`src/rtl/alu_ctl_pkg.sv`:
```
// Shared ALU control encodings and the mul/div sequencer state type.
package alu_ctl_pkg;

  localparam logic [3:0] ALU_AND = 4'b0000;
  localparam logic [3:0] ALU_OR  = 4'b0001;
  localparam logic [3:0] ALU_ADD = 4'b0010;
  localparam logic [3:0] ALU_MUL = 4'b0011;
  localparam logic [3:0] ALU_DIV = 4'b0100;
  localparam logic [3:0] ALU_SUB = 4'b0110;
  localparam logic [3:0] ALU_SLT = 4'b0111;

  typedef enum logic [1:0] {
    ST_IDLE = 2'd0,
    ST_MUL  = 2'd1,
    ST_DIV  = 2'd2,
    ST_DONE = 2'd3
  } seq_state_e;

endpackage

```
`src/rtl/muldiv_sequencer_if.sv`:
```
// EX-stage <-> mul/div sequencer handshake and result bus.
interface muldiv_sequencer_if #(
  parameter int WIDTH = 32
);

  logic             Start;
  logic [3:0]       ALUControlInput;
  logic [WIDTH-1:0] OperandA;
  logic [WIDTH-1:0] OperandB;
  logic             Flush;
  logic             Stall;
  logic             Busy;
  logic             Done;
  logic [WIDTH-1:0] ResultLo;
  logic [WIDTH-1:0] ResultHi;
  logic             DivByZero;

  modport master (
    output Start, ALUControlInput, OperandA, OperandB, Flush,
    input  Stall, Busy, Done, ResultLo, ResultHi, DivByZero
  );

  modport slave (
    input  Start, ALUControlInput, OperandA, OperandB, Flush,
    output Stall, Busy, Done, ResultLo, ResultHi, DivByZero
  );

endinterface

```
`src/rtl/muldiv_step.sv`:
```
// One iteration of unsigned shift-add multiply or restoring divide on a 2W+1-bit accumulator.
module muldiv_step #(
  parameter int WIDTH = 32
) (
  input  logic             op_div,
  input  logic [2*WIDTH:0] acc,
  input  logic [WIDTH-1:0] b,
  output logic [2*WIDTH:0] acc_next,
  output logic             qbit
);

  logic [WIDTH:0] sum;
  logic [WIDTH:0] trial;

  // Multiply: acc = {0, partial product hi, remaining multiplier bits}; add then shift right.
  // Divide:   acc = {0, remainder, remaining dividend bits}; shift left, trial-subtract B.
  always_comb begin
    sum   = acc[2*WIDTH:WIDTH] + {1'b0, b};
    trial = acc[2*WIDTH-1:WIDTH-1] - {1'b0, b};
    qbit  = 1'b0;
    if (op_div) begin
      qbit = ~trial[WIDTH];
      if (qbit) acc_next = {trial, acc[WIDTH-2:0], 1'b1};
      else      acc_next = {acc[2*WIDTH-1:0], 1'b0};
    end else begin
      acc_next = {1'b0, (acc[0] ? sum : acc[2*WIDTH:WIDTH]), acc[WIDTH-1:1]};
    end
  end

endmodule

```
`src/rtl/muldiv_sequencer.sv`:
```
// Multi-cycle mul/div sequencer: stalls EX while iterating, then pulses Done with {Hi, Lo}.
module muldiv_sequencer
  import alu_ctl_pkg::*;
#(
  parameter int WIDTH = 32
) (
  input logic               clk,
  input logic               reset,
  muldiv_sequencer_if.slave bus
);

  localparam int CW = $clog2(WIDTH) + 1;

  seq_state_e       state, state_d;
  logic [CW-1:0]    count, count_d;
  logic [2*WIDTH:0] acc, acc_d, step_acc;
  logic [WIDTH-1:0] opnd, opnd_d;
  logic [WIDTH-1:0] lo_q, lo_d, hi_q, hi_d;
  logic             dbz_q, dbz_d;
  logic             step_qbit;
  logic             is_mul, is_div;

  assign is_mul = (bus.ALUControlInput == ALU_MUL);
  assign is_div = (bus.ALUControlInput == ALU_DIV);

  muldiv_step #(.WIDTH(WIDTH)) u_step (
    .op_div   (state == ST_DIV),
    .acc      (acc),
    .b        (opnd),
    .acc_next (step_acc),
    .qbit     (step_qbit)
  );

  // NOTE: every output of this block is given a default first, so no path leaves one
  // unassigned and no latch is inferred.
  always_comb begin
    state_d = state;
    count_d = count;
    acc_d   = acc;
    opnd_d  = opnd;
    lo_d    = lo_q;
    hi_d    = hi_q;
    dbz_d   = dbz_q;
    unique case (state)
      ST_IDLE: begin
        if (bus.Start && !bus.Flush && is_mul) begin
          acc_d   = {{(WIDTH+1){1'b0}}, bus.OperandB};
          opnd_d  = bus.OperandA;
          count_d = CW'(WIDTH);
          dbz_d   = 1'b0;
          state_d = ST_MUL;
        end else if (bus.Start && !bus.Flush && is_div) begin
          if (bus.OperandB == '0) begin
            lo_d    = '1;
            hi_d    = bus.OperandA;
            dbz_d   = 1'b1;
            state_d = ST_DONE;
          end else begin
            acc_d   = {{(WIDTH+1){1'b0}}, bus.OperandA};
            opnd_d  = bus.OperandB;
            count_d = CW'(WIDTH);
            dbz_d   = 1'b0;
            state_d = ST_DIV;
          end
        end
      end
      ST_MUL, ST_DIV: begin
        acc_d   = step_acc;
        count_d = count - 1'b1;
        if (bus.Flush) begin
          state_d = ST_IDLE;
        end else if (count == CW'(1)) begin
          // The last step's result goes straight into the result registers for the Done cycle.
          hi_d    = step_acc[2*WIDTH-1:WIDTH];
          lo_d    = (state == ST_DIV) ? {step_acc[WIDTH-1:1], step_qbit} : step_acc[WIDTH-1:0];
          state_d = ST_DONE;
        end
      end
      ST_DONE: state_d = ST_IDLE;
      default: state_d = ST_IDLE;
    endcase
  end

  // NOTE: sequential state uses non-blocking assignments so every register samples
  // pre-edge values regardless of statement order.
  always_ff @(posedge clk) begin
    if (reset) begin
      state <= ST_IDLE;
      count <= '0;
      acc   <= '0;
      opnd  <= '0;
      lo_q  <= '0;
      hi_q  <= '0;
      dbz_q <= 1'b0;
    end else begin
      state <= state_d;
      count <= count_d;
      acc   <= acc_d;
      opnd  <= opnd_d;
      lo_q  <= lo_d;
      hi_q  <= hi_d;
      dbz_q <= dbz_d;
    end
  end

  assign bus.Busy      = (state == ST_MUL) || (state == ST_DIV);
  assign bus.Done      = (state == ST_DONE);
  assign bus.Stall     = ((state == ST_IDLE) && bus.Start && (is_mul || is_div)) || bus.Busy;
  assign bus.ResultLo  = lo_q;
  assign bus.ResultHi  = hi_q;
  assign bus.DivByZero = dbz_q;

endmodule

```
`src/flat_wrapper.sv`:
```
// flat-port wrapper written by rule: the top's interface ports become plain ports
module muldiv_sequencer_flat import alu_ctl_pkg::*;
#(
  parameter int WIDTH = 32
)
  (clk, reset, bus_Start, bus_ALUControlInput, bus_OperandA, bus_OperandB, bus_Flush, bus_Stall, bus_Busy, bus_Done, bus_ResultLo, bus_ResultHi, bus_DivByZero);
  muldiv_sequencer_if #(.WIDTH(WIDTH)) bus_i ();
  input logic clk;
  input logic reset;
  input wire logic [$bits(bus_i.Start)-1:0] bus_Start;
  input wire logic [$bits(bus_i.ALUControlInput)-1:0] bus_ALUControlInput;
  input wire logic [$bits(bus_i.OperandA)-1:0] bus_OperandA;
  input wire logic [$bits(bus_i.OperandB)-1:0] bus_OperandB;
  input wire logic [$bits(bus_i.Flush)-1:0] bus_Flush;
  output wire logic [$bits(bus_i.Stall)-1:0] bus_Stall;
  output wire logic [$bits(bus_i.Busy)-1:0] bus_Busy;
  output wire logic [$bits(bus_i.Done)-1:0] bus_Done;
  output wire logic [$bits(bus_i.ResultLo)-1:0] bus_ResultLo;
  output wire logic [$bits(bus_i.ResultHi)-1:0] bus_ResultHi;
  output wire logic [$bits(bus_i.DivByZero)-1:0] bus_DivByZero;
  assign bus_i.Start = bus_Start;
  assign bus_i.ALUControlInput = bus_ALUControlInput;
  assign bus_i.OperandA = bus_OperandA;
  assign bus_i.OperandB = bus_OperandB;
  assign bus_i.Flush = bus_Flush;
  assign bus_Stall = bus_i.Stall;
  assign bus_Busy = bus_i.Busy;
  assign bus_Done = bus_i.Done;
  assign bus_ResultLo = bus_i.ResultLo;
  assign bus_ResultHi = bus_i.ResultHi;
  assign bus_DivByZero = bus_i.DivByZero;
  muldiv_sequencer #(.WIDTH(WIDTH)) u_core (.clk(clk), .reset(reset), .bus(bus_i));
endmodule
```
`config.mk`:
```
export PLATFORM = sky130hd
export DESIGN_NAME = muldiv_sequencer_flat
export DESIGN_NICKNAME = d
export VERILOG_FILES = /design/src/rtl/alu_ctl_pkg.sv /design/src/rtl/muldiv_sequencer_if.sv /design/src/rtl/muldiv_step.sv /design/src/rtl/muldiv_sequencer.sv /design/src/flat_wrapper.sv
export SDC_FILE = /design/constraint.sdc
export NUM_CORES = 1
export LEC_CHECK = 0
export CAP_MARGIN = 0
export CORE_UTILIZATION = 55
export CTS_BUF_LIST = sky130_fd_sc_hd__clkbuf_8
export CTS_CLUSTER_SIZE = 28
export DETAILED_ROUTE_END_ITERATION = 10
export HOLD_SLACK_MARGIN = 0.15
export MAX_ROUTING_LAYER = met4
export PLACE_DENSITY_LB_ADDON = 0.3
export SYNTH_ARGS = -nofsm -noshare
export SYNTH_HDL_FRONTEND = slang
export SYNTH_HIERARCHICAL = 1
export SYNTH_SLANG_ARGS = --single-unit
```
`constraint.sdc`:
```
create_clock -name clk -period 4.45 [get_ports clk]
set_input_delay 0.89 -clock clk [delete_from_list [all_inputs] [get_ports clk]]
set_output_delay 0.89 -clock clk [all_outputs]
set_load 0.01 [all_outputs]
```
; Yosys cells after proc, flatten, opt, wreduce, memory -nomap -nowiden
; Cells that the tools add are included.
[totals]
wordCells = 81
rom_bits = 0
regBits = 170
out_inout_bits = 68
ram_bits = 0
n_memories = 0
inputBits = 72
latch_bits = 0
[op_classes]
n_shift = 0
n_addsub = 3
n_div = 0
muxes = 36
bitwise = 1
eq_ne = 15
multipliers = 0
n_lt_le_gt_ge = 0
reduce_logical = 19
[ops]
columns = op, n
row1 = $mux 32, 13
row2 = $mux 65, 5
row3 = $pmux 65 s2, 1
row4 = $pmux 32 s2, 2
row5 = $add 33x32->33, 1
row6 = $mux 33, 1
row7 = $sub 33x32->33, 1
row8 = $logic_not 32->1, 1
row9 = $mux 6, 3
row10 = $pmux 6 s2, 1
row11 = $mux 2, 4
row12 = $ne 2x1->1 const B, 4
row13 = $eq 6x1->1 const B, 1
row14 = $ne 3x2->1 const B, 2
row15 = $pmux 2 s3, 1
row16 = $reduce_and 3->1, 2
row17 = $reduce_and 6->1, 1
row18 = $sub 6x1->6 const B, 1
row19 = $logic_and 1x1->1, 5
row20 = $mux 1, 5
row21 = $eq 2x2->1 const B, 2
row22 = $eq 4x2->1 const B, 1
row23 = $eq 4x3->1 const B, 1
row24 = $ne 2x2->1 const B, 2
row25 = other kinds (9), 13

; Depth between registers and ports, before layout
[logic_depth]
ltp_word = 7
depth_mapped = 23
ltp_nobuf = 22

; Modules after synthesis
; The synthesis kept the hierarchy.
[modules_own_cells]
columns = mod, cells_per_inst, seq_area_each_um2, area_per_inst_um2, n_inst
row1 = muldiv_sequencer, 878, 3403.3, 8180.3, 1
row2 = muldiv_step, 683, 0.0, 4694.5, 1

; Least setup slack after synthesis
; Ideal clock, no wire load.
[synth_timing]
path_kind = register to register
from = register u_core.acc[31]
to = register u_core.hi_q[30] (netlist: u_core/bus.ResultHi[30])
n_path_buf = 1
slack_ns = 0.468
path_stages_with_launch = 22
setup_time_ns = 0.059
arrival_time_ns = 3.923
required_time_ns = 4.391
period_less_slack_ns = 3.982
cell_sequence = dfxtp_1 > inv_1 > ha_1 > fa_1 > nor2b_1 > o211ai_1 > a21oi_1 > o21ai_0 > a21oi_1 > o22ai_1 > o31ai_1 > a21oi_1 > o21ai_0 > ha_1 > clkbuf_1 > nand2_1 > nor2_1 > a221o_1 > a221oi_1 > mux2i_1 > a211oi_1 > a31o_1
[synth_between]
elab_chain_cells = 6
[synth_lines]
columns = item, line_no
row1 = from (decl), muldiv_sequencer.sv:16  ; logic [2*WIDTH:0] acc, acc_d, step_acc;
row2 = from (signal assigned), muldiv_sequencer.sv:90  ; acc <= '0;
row3 = from (signal assigned), muldiv_sequencer.sv:98  ; acc <= acc_d;
row4 = $sub 33x32->33, muldiv_step.sv:19  ; trial = acc[2*WIDTH-1:WIDTH-1] - {1'b0, b};
row5 = $mux 65, muldiv_step.sv:23  ; if (qbit) acc_next = {trial, acc[WIDTH-2:0], 1'b1};
row6 = $mux 65, muldiv_step.sv:21  ; if (op_div) begin
row7 = named net u_core.step_acc[62], muldiv_sequencer.sv:16
row8 = $mux 32, muldiv_sequencer.sv:72  ; end else if (count == CW'(1)) begin
row9 = $mux 32, muldiv_sequencer.sv:70  ; if (bus.Flush) begin
row10 = $pmux 32 s2, muldiv_sequencer.sv:44  ; unique case (state)
row11 = to (signal assigned), muldiv_sequencer.sv:101  ; hi_q <= hi_d;
row12 = to (decl), muldiv_sequencer.sv:18  ; logic [WIDTH-1:0] lo_q, lo_d, hi_q, hi_d;
; The timed path passes the listed nets, and every way through them passes these cells. The select of a mux whose other input is x is not followed.
; A chain may end at the register's enable or synchronous reset.

; Final worst setup path
; Ends and elaborated chain as after synthesis.

==> flow_summary.json <==
{
  "cts_tree": "built",
  "clock_sinks": 170,
  "drc": 0,
  "rsz0062_at_grt": "false",
  "hold_buffers": 0,
  "dieArea_mm2": 0.02403,
  "clkSlewWorstSetupHoldPaths_ps": 90,
  "hold_violations": 0,
  "synth.cell_area_mm2": 0.01287,
  "grt_max_degree": 98,
  "ys.flop_type": "dfxtp_1",
  "p_switching_w": 0.002833,
  "clock_latency_ps": 480,
  "drtIter0Drc": 1117,
  "postSynthCellCount": 1561,
  "area_delta_synth_final_pct": 16.39,
  "wl_per_cell_um": 20.88,
  "status": "completed",
  "final_common_cell": "dfxtp_1",
  "peakVddDrop_mv": 0.5040,
  "layout_common_cells": "dfxtp_1, clkdlybuf4s50_1, a21oi_1",
  "start_kind": "register",
  "p_leak_nw": 5.832,
  "core-area_mm2": 0.02278,
  "grt.total_usage": 0.3479,
  "slowest_delay_ps": 380,
  "portBuffers": 139,
  "die_h_um": 155,
  "synthesis.nets": 1706,
  "synth-edff-count": 0,
  "powerDensity_mw_per_mm2": 440.2,
  "htreeDepth": 4,
  "drt_pass1_iterations": 5,
  "path_cells": "inv_1, ha_1, fa_2, nor2b_2, o211ai_1, a21oi_2, o21ai_2, a21oi_2, o22ai_2, o31ai_4, a21oi_2, o21ai_1, ha_2, nand2_1, nor2_1, a221o_1, a221oi_2, mux2i_1, a211oi_1, a31o_1",
  "min_path_type": "reg2reg",
  "initial_core_util": 0.5652,
  "timing.fmax_ghz": 0.2315,
  "grt_pass1_wl_um": 64270,
  "async_flop_share": 0,
  "ant_nets": 0,
  "place.detailed.hpwl_um": 29450,
  "vias_per_cell": 6.406,
  "p_int_w": 0.003764,
  "synth_seq_area_share": 0.2643,
  "crit_type": "reg2reg",
  "die_w_um": 155,
  "cts_root_buf": "clkbuf_8",
  "place_ws_ps": -81.69,
  "io_pins": 140,
  "synth_top_area_frac": 0.2643,
  "synthDistinctLibCells": 81,
  "crit_top_cell": "a21oi_2",
  "finalSetupViolCount": 0,
  "seq_power_share": 0.301,
  "cp_slowest_cell": "fa_2",
  "ys_seq_elements": 170,
  "synth.avg_cell_area_um2": 8.248,
  "layout-drive-gt1-share": 0.1257,
  "end_kind": "register",
  "worstMarginPinSlew_ps": 1073,
  "min_period_ps": 4320,
  "fin_crit_sh": 0.9708,
  "antenna_found_initial": 1,
  "first_global_vias": 11680,
  "fin_ws_ps": 130.0,
  "skew_ps": 21.90,
  "clock_path_buffers": 2,
  "sw_frac_of_total": 0.4295,
  "cts_made_buffers": 17,
  "cap_violations": 0,
  "yosysWarnings": 6,
  "final_nets": 1788,
  "gp_congestion": 1.035,
  "cp.required_ps": 4870,
  "placementRows": 55,
  "clkPwrFrac": 0.162,
  "synth.area.top_cells": "dfxtp_1, ha_1, mux2i_1, mux2_2, a211oi_1",
  "power_frac_comb": 0.537,
  "holdWs_ps": 462.8,
  "grt.overflow.total": 0,
  "max_slew_margin": 0.2848,
  "crit_fanout": 6,
  "synth_top_cell_by_area": "dfxtp_1",
  "drt-total-wl_um": 41110,
  "arrival_ps": 4740,
  "drv_slew": 0,
  "vias": 12610
}
## area by class of cell
type	count	area, um2
flip-flops and latches	170	3403
repair buffers	181	1742
multi-input cells	1218	8876
clock inverters	13	116.4
inverters	55	206.4
well taps	313	391.6
fillers	1981	7792
clock buffers	18	247.7
diodes	1	2.502
## path summary, 6_finish.rpt
| check | cells past startpoint | slack [ps] | from | end |
|---|---|---|---|---|
| worst max register to register | 20 | 130 | u_core/acc[31]$_SDFFE_PP0P_ | u_core/bus.ResultHi[30]$_SDFFE_PP0P_ |
| worst max-delay path | 20 | 130 | u_core/acc[31]$_SDFFE_PP0P_ | u_core/bus.ResultHi[30]$_SDFFE_PP0P_ |
| worst min register to register | 2 | 460 | u_core/acc[31]$_SDFFE_PP0P_ | u_core/acc[31]$_SDFFE_PP0P_ |
| worst min-delay path | 2 | 460 | u_core/acc[31]$_SDFFE_PP0P_ | u_core/acc[31]$_SDFFE_PP0P_ |
## registers in the layout, summed over array words and instances, names as in the netlist
name                  count
u_core/opnd              32
u_core/count              6
u_core/state              2
u_core/bus.ResultLo      32
u_core/acc               65
u_core/bus.ResultHi      32
u_core/bus.DivByZero      1
## cell families after synthesis
family / Yosys count / share of synthesized area
fa+ha+maj: 73 / 0.07211
mux: 150 / 0.1228
compound gates: 512 / 0.2756
xor+xnor: 46 / 0.03129
simple gates: 437 / 0.1760
flops: 170 / 0.2643
buf+inv: 173 / 0.05782
## cell usage after synthesis (all sizes together) (44+ instances only)
master  count
a211oi     95
a21oi     141
a31o       64
clkbuf     83
dfxtp     170
ha         71
inv        54
mux2       64
mux2i      86
nand2     129
nand2b     44
nand3      49
nor2       94
o21ai      58
## layer usage
layer | vias to the layer above | global-route usage | share of wire
met5 | - | - | 0
met4 | 0 | 0.09948 | 0.022
met3 | 68 | 0.05320 | 0.083
met2 | 595 | 0.5157 | 0.44
met1 | 5962 | 0.4870 | 0.46
li1 | 5989 | - | -
## per-stage QoR
step	utilization	TNS [ps]	std cells	total power (W)	cell area, um2
floorplan	-	0	1561	0.004150	12870
global placement	0.6374	0	1936	0.005362	14520
detailed placement	0.6374	-81.69	1936	0.005387	14520
CTS	0.6539	0	1967	0.006477	14890
global route	0.6579	0	1969	0.006911	14990
finish	0.6579	0	1969	0.006597	14990
## critical path, delay by kind of cell, from the launching register on
family | cells | cell delay (ps)
adder cells (fa/ha/maj) | 3 | 920
AND/OR/NAND/NOR | 3 | 340
flip-flops | 1 | 340
buffers and inverters | 1 | 60
AO/OA/AOI/OAI | 12 | 2490
multiplexers | 1 | 130
## power groups by stage
stage                     clock, W  combinational, W  sequential, W
after global routing       0.00114           0.00375        0.00201
final                      0.00107           0.00354        0.00198
after floorplan                  0           0.00209        0.00206
after CTS                  0.00108           0.00342        0.00198
after global placement           0           0.00336        0.00201
after detailed placement         0           0.00338        0.00201
## repair_timing
action | in CTS | in global routing
setup buffers | 0 | 1
resized for setup | 2 | 21
pin swaps | 0 | 6
endpoints found under the setup margin | 4 | 58
No activity file was read; power rests on OpenSTA's default activity.
